File: config.mk
export PLATFORM = sky130hd
export DESIGN_NAME = armleo_round_robin
export DESIGN_NICKNAME = d
export VERILOG_FILES = /design/src/rtl/armleo_round_robin_pkg.sv /design/src/rtl/armleo_onehot_to_idx.sv /design/src/rtl/armleo_round_robin.sv
export SDC_FILE = /design/constraint.sdc
export NUM_CORES = 1
export LEC_CHECK = 0
export ABC_AREA = 1
export CORE_AREA = 2 2 39 41
export DETAILED_ROUTE_END_ITERATION = 10
export DIE_AREA = 0 0 41 43
export GPL_TIMING_DRIVEN = 0
export PLACE_DENSITY = 0.68
export SYNTH_ARGS = -nofsm -noshare
export SYNTH_HDL_FRONTEND = slang
export SYNTH_SLANG_ARGS = --single-unit
File: constraint.sdc
create_clock -name clk -period 2.2 [get_ports clk]
set_clock_uncertainty 0.2 [all_clocks]
set_input_delay 0.44 -clock clk [delete_from_list [all_inputs] [get_ports clk]]
set_output_delay 0.44 -clock clk [all_outputs]
set_load 0.1 [all_outputs]
File: src/rtl/armleo_round_robin_pkg.sv
// -----------------------------------------------------------------------------
// armleo_round_robin_pkg
// Shared helpers for the round-robin arbiter slice.
//   - RR_MIN_WIDTH / RR_MAX_WIDTH : supported requester-count range.
//   - rr_next_index()             : modulo-width increment used to advance the
//                                   priority pointer past the granted requester.
// -----------------------------------------------------------------------------
package armleo_round_robin_pkg;

    localparam int RR_MIN_WIDTH = 32'sd2;
    localparam int RR_MAX_WIDTH = 32'sd64;

    // Next priority index after idx, wrapping width-1 back to 0, so the
    // pointer can never reach an out-of-range value for non-power-of-two widths.
    function automatic int rr_next_index(input int idx, input int width);
        int nxt;
        if (idx >= (width - 32'sd1)) begin
            nxt = 32'sd0;
        end else begin
            nxt = idx + 32'sd1;
        end
        return nxt;
    endfunction

endpackage : armleo_round_robin_pkg

File: src/rtl/armleo_onehot_to_idx.sv
// -----------------------------------------------------------------------------
// armleo_onehot_to_idx
// WIDTH-parametric one-hot (or zero) to binary encoder.
// Ports:
//   onehot : input  [WIDTH-1:0]  one-hot or all-zero vector
//   idx    : output [IDX_W-1:0]  position of the set bit, 0 when onehot is 0
// Built as an OR of the indices of all set bits, which is exact for one-hot
// input and needs no priority chain.
// -----------------------------------------------------------------------------
module armleo_onehot_to_idx #(
    parameter  int WIDTH = 5,
    localparam int IDX_W = $clog2(WIDTH)
) (
    input  logic [WIDTH-1:0] onehot,
    output logic [IDX_W-1:0] idx
);

    // OR together the index of every set bit.
    always_comb begin
        idx = {IDX_W{1'b0}};
        for (int i = 0; i < WIDTH; i++) begin
            if (onehot[i]) begin
                idx = idx | IDX_W'(i);
            end else begin
                idx = idx;
            end
        end
    end

endmodule : armleo_onehot_to_idx

File: src/rtl/armleo_round_robin.sv
// -----------------------------------------------------------------------------
// armleo_round_robin
// Round-robin arbiter with a single priority pointer.
// Ports:
//   clk       : input              rising-edge clock
//   rst_n     : input              synchronous active-low reset (ptr -> 0)
//   request   : input  [WIDTH-1:0] bit i set: requester i wants the grant
//   grant     : output [WIDTH-1:0] one-hot (or zero) grant, combinational
//   grant_idx : output [IDX_W-1:0] binary index of the grant bit (0 if none)
//   ack       : input              accepts the current grant, advances ptr
// Optional feature: define ARMLEO_ROUND_ROBIN_ASSERT_EN to compile in
// simulation assertions on the grant/pointer invariants.
// -----------------------------------------------------------------------------
module armleo_round_robin
    import armleo_round_robin_pkg::*;
#(
    parameter  int WIDTH = 5,
    localparam int IDX_W = $clog2(WIDTH)
) (
    input  logic             clk,
    input  logic             rst_n,
    input  logic [WIDTH-1:0] request,
    output logic [WIDTH-1:0] grant,
    output logic [IDX_W-1:0] grant_idx,
    input  logic             ack
);

    logic [IDX_W-1:0] ptr_q;
    logic [IDX_W-1:0] ptr_d;

    logic [WIDTH-1:0] high_mask_s;
    logic [WIDTH-1:0] masked_req_s;
    logic [WIDTH-1:0] masked_pick_s;
    logic [WIDTH-1:0] plain_pick_s;

    // Two priority passes: lowest set bit at or above ptr, else lowest set bit
    // overall. x & (-x) isolates the lowest set bit without a search loop.
    always_comb begin
        high_mask_s   = {WIDTH{1'b1}} << ptr_q;
        masked_req_s  = request & high_mask_s;
        masked_pick_s = masked_req_s & (~masked_req_s + {{(WIDTH-1){1'b0}}, 1'b1});
        plain_pick_s  = request & (~request + {{(WIDTH-1){1'b0}}, 1'b1});
        if (masked_req_s != {WIDTH{1'b0}}) begin
            grant = masked_pick_s;
        end else begin
            grant = plain_pick_s;
        end
    end

    armleo_onehot_to_idx #(
        .WIDTH (WIDTH)
    ) u_onehot_to_idx (
        .onehot (grant),
        .idx    (grant_idx)
    );

    // Next pointer: move just past an accepted grant, otherwise hold.
    always_comb begin
        if (ack && (grant != {WIDTH{1'b0}})) begin
            ptr_d = IDX_W'(rr_next_index(32'(grant_idx), WIDTH));
        end else begin
            ptr_d = ptr_q;
        end
    end

    // Pointer register; reset makes requester 0 highest priority.
    always_ff @(posedge clk) begin
        if (!rst_n) begin
            ptr_q <= {IDX_W{1'b0}};
        end else begin
            ptr_q <= ptr_d;
        end
    end

`ifdef ARMLEO_ROUND_ROBIN_ASSERT_EN
    // Invariant checks on every clock out of reset.
    always @(posedge clk) begin
        if (rst_n) begin
            assert ($onehot0(grant))
                else $error("armleo_round_robin: grant not one-hot/zero %b", grant);
            assert ((grant & ~request) == {WIDTH{1'b0}})
                else $error("armleo_round_robin: grant %b not subset of request %b", grant, request);
            assert ((grant == {WIDTH{1'b0}}) ? (grant_idx == {IDX_W{1'b0}}) : grant[grant_idx])
                else $error("armleo_round_robin: grant_idx %0d inconsistent with grant %b", grant_idx, grant);
            assert (32'(ptr_q) < WIDTH)
                else $error("armleo_round_robin: ptr %0d out of range", ptr_q);
        end else begin
        end
    end
`else
    // No invariant checks in this build.
`endif

endmodule : armleo_round_robin

==> results of run 1 <==
==> kinds of logic (layout without fill, tap and decap cells) <==
group,count (synthesis),after routing,share of synthesized area
simple gates,44,44,0.633
compound gates,6,6,0.0767
fa+ha+maj,1,1,0.0319
flops,3,3,0.153
buf+inv,10,36,0.105
==> what timing repair did <==
action                     CTS  global route
setup endpoints to repair    8             8
hold endpoints to repair     0             0
resized for setup           97             8
cloned                       0             0
hold buffers                 0             0
pin swaps                   14             0
setup buffers                6             1
==> worst min-delay path: stages (launching register included) <==
cell and delay [ps]:
dfxtp_4 370, a21oi_1 50, nor2_1 90
==> cell usage after synthesis, drive strengths merged <==
cell | number | area share
a21oi | 3 | 0.038
buf | 1 | 0.019
dfxtp | 3 | 0.15
ha | 1 | 0.032
inv | 9 | 0.086
nand2 | 19 | 0.25
nand3 | 9 | 0.17
nor2 | 14 | 0.19
nor3 | 1 | 0.013
o21ai | 3 | 0.038
or2 | 1 | 0.016
==> layout make-up <==
class	instances	area, um^2
flip-flops and latches	3	71.3
fillers	123	544
repair buffers	22	258
inverters	9	51.3
multi-input cells	51	393
plain buffers	1	20.0
clock buffers	4	26.3
well taps	16	20.0
==> metal layers <==
metal	vias up	routed length [um]	track usage
met5	-	0	0
li1	256	-	-
met4	0	17	0.120
met3	2	34	0.0366
met1	224	459	0.159
met2	14	732	0.294
==> metrics by stage <==
step,util,hold slack [ps]
finish,0.607,346
global route,0.607,369
CTS,0.579,352
detailed placement,0.459,342
global placement,0.459,331
floorplan,-,285
==> path summary, 6_finish.rpt <==
check | start | to | slack, ps | cells past startpoint
min reg2reg | ptr_q[1] | ptr_q[1] | 350 | 2
max | ptr_q[1] | grant_idx[2] | -30 | 8
min | ptr_q[1] | ptr_q[1] | 350 | 2
max reg2reg | ptr_q[1] | ptr_q[0] | 400 | 11
==> where the power goes <==
part | internal [uW] | switching (uW)
logic | 246 | 440
registers | 71.4 | 20.2
clock network | 68.4 | 35.8
total | 386 | 496
==> flow_summary.json, run 1 <==
{
  "setup_violations": 3,
  "period_needed_ps": 2230,
  "syn_nets": 73,
  "fin_cells": 106,
  "synthesis.area_um2": 392,
  "layout_worst_path_cycle_share": 1.01,
  "cts_root_buffer": "clkbuf_4",
  "worstSetupEndpointType": "output pin",
  "detailed_place_hpwl_um": 709,
  "layout-area-overhead-vs-synth_pct": 114,
  "cts_tree": "yes",
  "die_area_mm2": 0.00176,
  "synthesis.yosys.warnings": 0,
  "placed_cells": 95,
  "fin_nets": 100,
  "first_iter_violations": 3,
  "floorplan.initialDensity": 0.283,
  "grt.overflow.total": 0,
  "worst_ep_arrival_time_ps": 1590,
  "pre_cts_slack_ps": -1380,
  "clockBufferDepth": 2,
  "ys_seq_elements": 3,
  "largest_reg_flops": 3,
  "final_common_cell": "nor2_1",
  "drc_errors": 0,
  "worstPathRequired_ps": 1560,
  "initial_antenna_violation_count": 0,
  "detail_route.wirelength_mm": 1.24,
  "max_clock_freq_ghz": 0.449,
  "routedWlPerCell_um": 11.7,
  "holdCritPathClass": "flop to flop",
  "static-leakage-power_uw": 0.000368,
  "clk_pin_slew_worst_paths_ps": 40,
  "first_pass_grt_wire_length_mm": 1.92,
  "critical_path_source_type": "flop",
  "tritoncts_num_sinks": 3,
  "synth.avg_cell_area_um2": 6.12,
  "cap_violations": 0,
  "tightest_slew_ps": 353,
  "layout_top_registers": "ptr_q: 3 flops",
  "placed_cell_area_um2": 636,
  "placeableCoreArea_mm2": 0.00138,
  "slowest_cp_cell": "dfxtp_4",
  "cts_buffers": 3,
  "critical_path_class": "flop to output pin",
  "setup_repair_after_global_routing_missed_its_margin": "yes",
  "power.ir.vdd_worst_mv": 0.643,
  "grtUsageTotal": 0.169,
  "post-route-cell-area_um2": 840,
  "vias": 496,
  "design.portCount": 16,
  "post_route_cells_drive_above_1_share": 0.622,
  "clkLatencyLatePin_ps": 250,
  "crit_path_cell_trace": "buf_4 -> o21ai_2 -> nand2_4 -> o21ai_2 -> nand2_4 -> clkinvlp_4 -> buf_12 -> buf_12",
  "number_of_vias_per_cell_after_detailed_routing": 4.68,
  "total_power_uw": 882,
  "fp.dieW_um": 41,
  "sum_of_negative_setup_slack_ps": -75.4,
  "drtAntennaViolNets": 0,
  "violations": "setup timing",
  "crit_path_max_fanout": 5,
  "crit_family": "buffers and inverters",
  "first_global_vias": 456,
  "hold_viol_final": 0,
  "grt_max_degree": 7,
  "yosys.cell_types.count": 18,
  "gp_congestion": 0.721,
  "cellPowerDensity_mw_per_mm2": 1050,
  "cts-htree-levels": 1,
  "slew_viol_final": 0,
  "timing.max_slew.rel_slack": 0.763,
  "layout_common_cells": "8 x nor2_1, 7 x nand2_2, 7 x buf_4",
  "critPathMaxStageDelay_ps": 350,
  "dieHeight_um": 43,
  "antennaDiodeCount": 0,
  "critical_path_buffers_and_inverters": 4,
  "synth.yosys.seq_area_share": 0.153,
  "outcome": "complete, but fails checks",
  "fin_ws_ps": -25.6,
  "fp-row-count": 14,
  "drt_pre_antenna_iters": 5,
  "io_buffers": 15,
  "regMostFlops": "ptr_q",
  "post_synth_inst_count": 64
}
Note: power is estimated with default switching activity, not from simulation.
==> inputs of run 2 (changes only) <==
--- a/config.mk
+++ b/config.mk
@@ -9,8 +9,9 @@
 export CORE_AREA = 2 2 39 41
 export DETAILED_ROUTE_END_ITERATION = 10
 export DIE_AREA = 0 0 41 43
+export DONT_BUFFER_PORTS = 1
 export GPL_TIMING_DRIVEN = 0
-export PLACE_DENSITY = 0.68
+export PLACE_DENSITY = 0.53
 export SYNTH_ARGS = -nofsm -noshare
 export SYNTH_HDL_FRONTEND = slang
 export SYNTH_SLANG_ARGS = --single-unit
==> constraint.sdc (replaced) <==
create_clock -name clk -period 2.8 [get_ports clk]
set_clock_uncertainty 0.2 [all_clocks]
set_input_delay 0.56 -clock clk [delete_from_list [all_inputs] [get_ports clk]]
set_output_delay 0.56 -clock clk [all_outputs]
set_load 0.1 [all_outputs]
==> flow_summary.json, run 2 (same netlist as run 1, synthesis figures left out) <==
{
  "total_power_uw": 493,
  "period_needed_ps": 2700,
  "placeableCoreArea_mm2": 0.00138,
  "final_common_cell": "nand2_1",
  "fp-row-count": 14,
  "clkLatencyLatePin_ps": 230,
  "power.ir.vdd_worst_mv": 0.352,
  "drc_errors": 0,
  "setup_repair_after_global_routing_missed_its_margin": "no",
  "first_iter_violations": 0,
  "worstSetupEndpointType": "output pin",
  "grt.overflow.total": 0,
  "regMostFlops": "ptr_q",
  "area.sequential_um2": 63.8,
  "setup_violations": 0,
  "post_route_cells_drive_above_1_share": 0.420,
  "post-route-cell-area_um2": 487,
  "fp.dieW_um": 41,
  "grtUsageTotal": 0.103,
  "cts_buffers": 3,
  "cap_violations": 0,
  "antennaDiodeCount": 0,
  "max_clock_freq_ghz": 0.370,
  "slew_viol_final": 0,
  "cts_root_buffer": "clkbuf_4",
  "floorplan.initialDensity": 0.283,
  "die_area_mm2": 0.00176,
  "multiInputGateArea_um2": 308,
  "holdCritPathClass": "input port to flop",
  "routedWlPerCell_um": 10.0,
  "outcome": "finished clean",
  "cellPowerDensity_mw_per_mm2": 1010,
  "largest_reg_flops": 3,
  "timing.max_slew.rel_slack": 0.367,
  "cts_tree": "yes",
  "crit_path_max_fanout": 5,
  "layout_top_registers": "ptr_q: 3 flops",
  "critical_path_class": "flop to output pin",
  "detailed_place_hpwl_um": 672,
  "design.portCount": 16,
  "grt_max_degree": 7,
  "clockBufferDepth": 2,
  "tightest_slew_ps": 948,
  "first_global_vias": 348,
  "detail_route.wirelength_um": 852,
  "post_cts_hold_buffer_count": 0,
  "drtAntennaViolNets": 0,
  "number_of_vias_per_cell_after_detailed_routing": 4.55,
  "fin_nets": 79,
  "vias": 387,
  "gp_congestion": 0.605,
  "drt_pre_antenna_iters": 1,
  "clk_pin_slew_worst_paths_ps": 40,
  "static-leakage-power_uw": 0.000217,
  "first_pass_grt_wire_length_mm": 1.24,
  "io_buffers": 0,
  "hold_viol_final": 0,
  "n_fill_cell": 156,
  "worst_ep_arrival_time_ps": 1940,
  "worst-r2r-setup-slack_ps": 480,
  "placed_cell_area_um2": 419,
  "layout_common_cells": "11 x nand2_1, 8 x nor2_1, 6 x inv_1",
  "layout-area-overhead-vs-synth_pct": 24.3,
  "initial_antenna_violation_count": 0,
  "layout_worst_path_cycle_share": 0.964,
  "critical_path_source_type": "flop",
  "dieHeight_um": 43,
  "cts-htree-levels": 1,
  "worstPathRequired_ps": 2040,
  "tritoncts_num_sinks": 3
}
-- run 2: timing repair --
| item | CTS | global route |
|---|---|---|
| endpoints found under the hold margin | 0 | 0 |
| gates cloned | 0 | 0 |
| pin swaps | 1 | 1 |
| resized for setup | 4 | 6 |
| endpoints found under the setup margin | 2 | 3 |
| setup buffers | 1 | 0 |
-- run 2: metrics by stage --
step / utilization / setup slack, ps / setup TNS [ps] / hold slack, ps / std cells
6_report: 0.352 / 99.6 / 0 / 244 / 85
4_1_cts: 0.340 / 1.53 / 0 / 240 / 85
3_5_place_dp: 0.303 / -74.5 / -74.5 / 336 / 80
5_1_grt: 0.352 / 1.05 / 0 / 238 / 85
2_1_floorplan: - / -6.46 / -6.46 / 293 / 64
3_3_place_gp: 0.303 / -62.4 / -62.4 / 339 / 80
-- run 2: worst max-delay path, stage by stage (launching register included) --
cell        delay, ps
dfxtp_2           370
o21ai_0           120
nand2_2           130
o21ai_0           110
nand2_1           140
clkinvlp_4        480
buf_12            360
-- run 2: worst paths after layout --
path | startpoint | end | cells past startpoint
worst max register to register | ptr_q[0] | ptr_q[2] | 8
worst min register to register | ptr_q[0] | ptr_q[0] | 2
worst min-delay path | rst_n | ptr_q[1] | 2
worst max-delay path | ptr_q[2] | grant_idx[2] | 6
-- run 2: final cells by class --
class                      instances  area share
buffer                             1      0.0411
sequential                         3       0.131
inverter                           9      0.0848
timing repair buffer               1      0.0154
tap                               16      0.0411
multi-input combinational         51       0.632
clock buffer                       4      0.0540
-- run 2: report_power, final --
group / internal, uW / switching, uW
logic: 64.1 / 285
registers: 54.2 / 12.0
clock network: 53.5 / 23.6
total: 172 / 321
-- run 2: routing by layer --
metal / part of all wire / routed length [um] / vias to the layer above / global-route usage
met3: 0.069 / 59 / 0 / 0.0366
met4: 0 / 0 / 0 / 0.0600
li1: - / - / 210 / -
met1: 0.41 / 352 / 167 / 0.131
met5: 0 / 0 / - / 0
met2: 0.52 / 441 / 10 / 0.144
==> inputs of run 3 (changes only) <==
--- a/config.mk
+++ b/config.mk
@@ -12,6 +12,7 @@
 export DONT_BUFFER_PORTS = 1
 export GPL_TIMING_DRIVEN = 0
 export PLACE_DENSITY = 0.53
+export SLEW_MARGIN = 20
 export SYNTH_ARGS = -nofsm -noshare
 export SYNTH_HDL_FRONTEND = slang
 export SYNTH_SLANG_ARGS = --single-unit
==> constraint.sdc (replaced) <==
create_clock -name clk -period 3.4 [get_ports clk]
set_clock_uncertainty 0.2 [all_clocks]
set_input_delay 0.68 -clock clk [delete_from_list [all_inputs] [get_ports clk]]
set_output_delay 0.68 -clock clk [all_outputs]
set_load 0.1 [all_outputs]
==> flow_summary.json, run 3 (same netlist as run 1, synthesis figures left out) <==
{
  "slew_viol_final": 0,
  "routedWlPerCell_um": 9.96,
  "placeableCoreArea_mm2": 0.00138,
  "cts_tree": "yes",
  "grtUsageTotal": 0.107,
  "clk_pin_slew_worst_paths_ps": 40,
  "power.combinational.fraction": 0.704,
  "antennaDiodeCount": 0,
  "layout-area-overhead-vs-synth_pct": 11.8,
  "critical_path_source_type": "input port",
  "dieHeight_um": 43,
  "drc_errors": 0,
  "cp_common_cell": "nand2_2",
  "crit_path_max_fanout": 5,
  "seq_power_share": 0.133,
  "drt_pre_antenna_iters": 4,
  "die_area_mm2": 0.00176,
  "post_cts_hold_buffer_count": 0,
  "largest_reg_flops": 3,
  "netSwitchingPower_uw": 255,
  "fp-row-count": 14,
  "int_power_uw": 129,
  "placed_cell_area_um2": 412,
  "clkPwrFrac": 0.163,
  "cellPowerDensity_mw_per_mm2": 877,
  "post-route-cell-area_um2": 438,
  "sum_of_negative_setup_slack_ps": 0,
  "design.portCount": 16,
  "period_needed_ps": 3200,
  "swShare": 0.663,
  "first_iter_violations": 8,
  "critical_path_class": "input port to output pin",
  "worstPathRequired_ps": 2520,
  "vias": 377,
  "holdCritPathClass": "flop to flop",
  "hold_viol_final": 0,
  "regMostFlops": "ptr_q",
  "cts_root_buffer": "clkbuf_4",
  "fin_nets": 78,
  "tritoncts_num_sinks": 3,
  "cts_buffers": 3,
  "post_cts_resize_count": 0,
  "initial_antenna_violation_count": 0,
  "final_common_cell": "nand2_1",
  "setup_violations": 0,
  "outcome": "finished clean",
  "power.ir.vdd_worst_mv": 0.297,
  "first_pass_grt_wire_length_mm": 1.28,
  "max_clock_freq_ghz": 0.313,
  "tightest_slew_ps": 954,
  "crit_path_cell_trace": "inv_1 -> nor2_2 -> nand2_2 -> nand2_2 -> nor2_4 -> nand3_1 -> nand2_2 -> nor2_1 -> inv_1",
  "worst_ep_arrival_time_ps": 2320,
  "number_of_vias_per_cell_after_detailed_routing": 4.49,
  "detail_route.wirelength_um": 837,
  "grt.overflow.total": 0,
  "worstSetupEndpointType": "output pin",
  "clkLatencyLatePin_ps": 230,
  "post_route_cells_drive_above_1_share": 0.324,
  "layout_top_registers": "ptr_q: 3 flops",
  "grt_max_degree": 7,
  "setup_repair_after_global_routing_missed_its_margin": "no",
  "number_of_buffers_inserted_by_post_cts_setup_repair": 0,
  "layout_worst_path_cycle_share": 0.941,
  "first_global_vias": 332,
  "timing.max_slew.rel_slack": 0.362,
  "layout_common_cells": "11 x nand2_1, 9 x nor2_1, 8 x inv_1",
  "clockBufferDepth": 2,
  "detailed_place_hpwl_um": 704,
  "floorplan.initialDensity": 0.283,
  "critPathMaxStageDelay_ps": 620,
  "crit_family": "simple AND/OR/NAND/NOR gates",
  "static-leakage-power_uw": 0.000222,
  "total_power_uw": 384,
  "fp.dieW_um": 41,
  "slowest_cp_cell": "inv_1",
  "gp_congestion": 0.648,
  "cts-htree-levels": 1,
  "critical_path_buffers_and_inverters": 2,
  "io_buffers": 0,
  "cap_violations": 0,
  "drtAntennaViolNets": 0
}
[run 3: routing by layer]
layer  up-vias  track usage  wire, um  part of all wire
met1       161        0.141       381              0.46
met3         0       0.0209        52             0.062
met5         -            0         0                 0
met2        11        0.156       403              0.48
met4         0       0.0600         0                 0
li1        205            -         -                 -
[run 3: cell type report]
| type | instances | area (um^2) |
|---|---|---|
| clock buffer | 4 | 26.3 |
| sequential | 3 | 60.1 |
| tap | 16 | 20.0 |
| buffer | 1 | 7.51 |
| multi-input combinational | 51 | 290 |
| inverter | 9 | 33.8 |
| fill | 171 | 946 |
[run 3: worst paths after layout]
kind / start / to / slack [ps] / cells after the start
max: request[0] / grant_idx[1] / 200 / 9
min: ptr_q[0] / ptr_q[0] / 340 / 2
max reg2reg: ptr_q[2] / ptr_q[1] / 1050 / 10
min reg2reg: ptr_q[0] / ptr_q[0] / 340 / 2
[run 3: per-stage QoR]
step / setup WS [ps] / hold WS (ps) / utilization / cells
after global placement: 199 / 341 / 0.297 / 80
after CTS: 184 / 347 / 0.316 / 84
after global routing: 75.0 / 358 / 0.316 / 84
after detailed placement: 186 / 337 / 0.297 / 80
final: 201 / 336 / 0.316 / 84
after floorplan: 284 / 293 / - / 64
[run 3: power by group through the flow]
stage	logic [uW]	clock network [uW]	registers (uW)
final	270	62.5	50.9
after global routing	287	70.5	52.3
after CTS	273	66.3	51.4
after detailed placement	272	0	51.9
after global placement	271	0	51.9
after floorplan	256	0	49.7
[run 3: worst min-delay path, cell delays in order (launching register included)]
cell     delay, ps
dfxtp_1        370
a21oi_1         60
nor2_1          70
==> RTL change: new RTL, flow settings as in run 1 <==
`WIDTH` is set to 5 in 2 places; all go to 10.
--- a/src/rtl/armleo_onehot_to_idx.sv
+++ b/src/rtl/armleo_onehot_to_idx.sv
@@ -10,3 +10,3 @@
 module armleo_onehot_to_idx #(
-    parameter  int WIDTH = 5,
+    parameter  int WIDTH = 10,
     localparam int IDX_W = $clog2(WIDTH)
--- a/src/rtl/armleo_round_robin.sv
+++ b/src/rtl/armleo_round_robin.sv
@@ -16,3 +16,3 @@
 #(
-    parameter  int WIDTH = 5,
+    parameter  int WIDTH = 10,
     localparam int IDX_W = $clog2(WIDTH)
Ports: changed (resized grant, grant_idx and request); port bits go from 16 to 27. No check against the original RTL was run, so the function may have changed too.
==> RTL change against run 1 <==
The flow now stops in global placement (3_3_place_gp); synthesized cell count rose to 2.7 times the old value; synthesized area grew 130%.
==> RTL change: results (changes against run 1) <==
The flow did not finish. The last stage the flow got to is global placement (3_3_place_gp). The first error in the log reads "[ERROR GPL-0301] Utilization 111.525 % exceeds 100%". The number of library cell types mapped by synthesis is 21 (+3). Yosys attributes the largest share of cell area to nand2_1, nor2_1, nand4_1. In the synthesized netlist the dominant register cell turns out to be dfxtp_1. The synthesized area divided by synthesized cell count came out at 5.23 um2 (-15%). The flip-flop and latch count after synthesis came to 4 (+1).

The number of standard-cell rows in the floorplan is 14 (unchanged). The sequential area share after synthesis came out at 8.80% (-6.5 points). The post-synth net total is 190 (+160%). The async set or reset register ratio after synthesis is 0% (unchanged). The total of buffers placed on input and output ports came out at 26 (+11). The number of warnings printed during yosys synthesis came to 0 (unchanged). In the synthesized netlist, the cells that appear most often are nand2_1, nor2_1, inv_1, nand4_1, nand3_1.
## RTL change: kinds of logic after synthesis
kind of cell / synth area share, %
AND/OR/NAND/NOR: 67.3
buffers and inverters: 12.9
AO/OA/AOI/OAI: 6.88
flip-flops: 8.80
adder cells (fa/ha/maj): 4.13
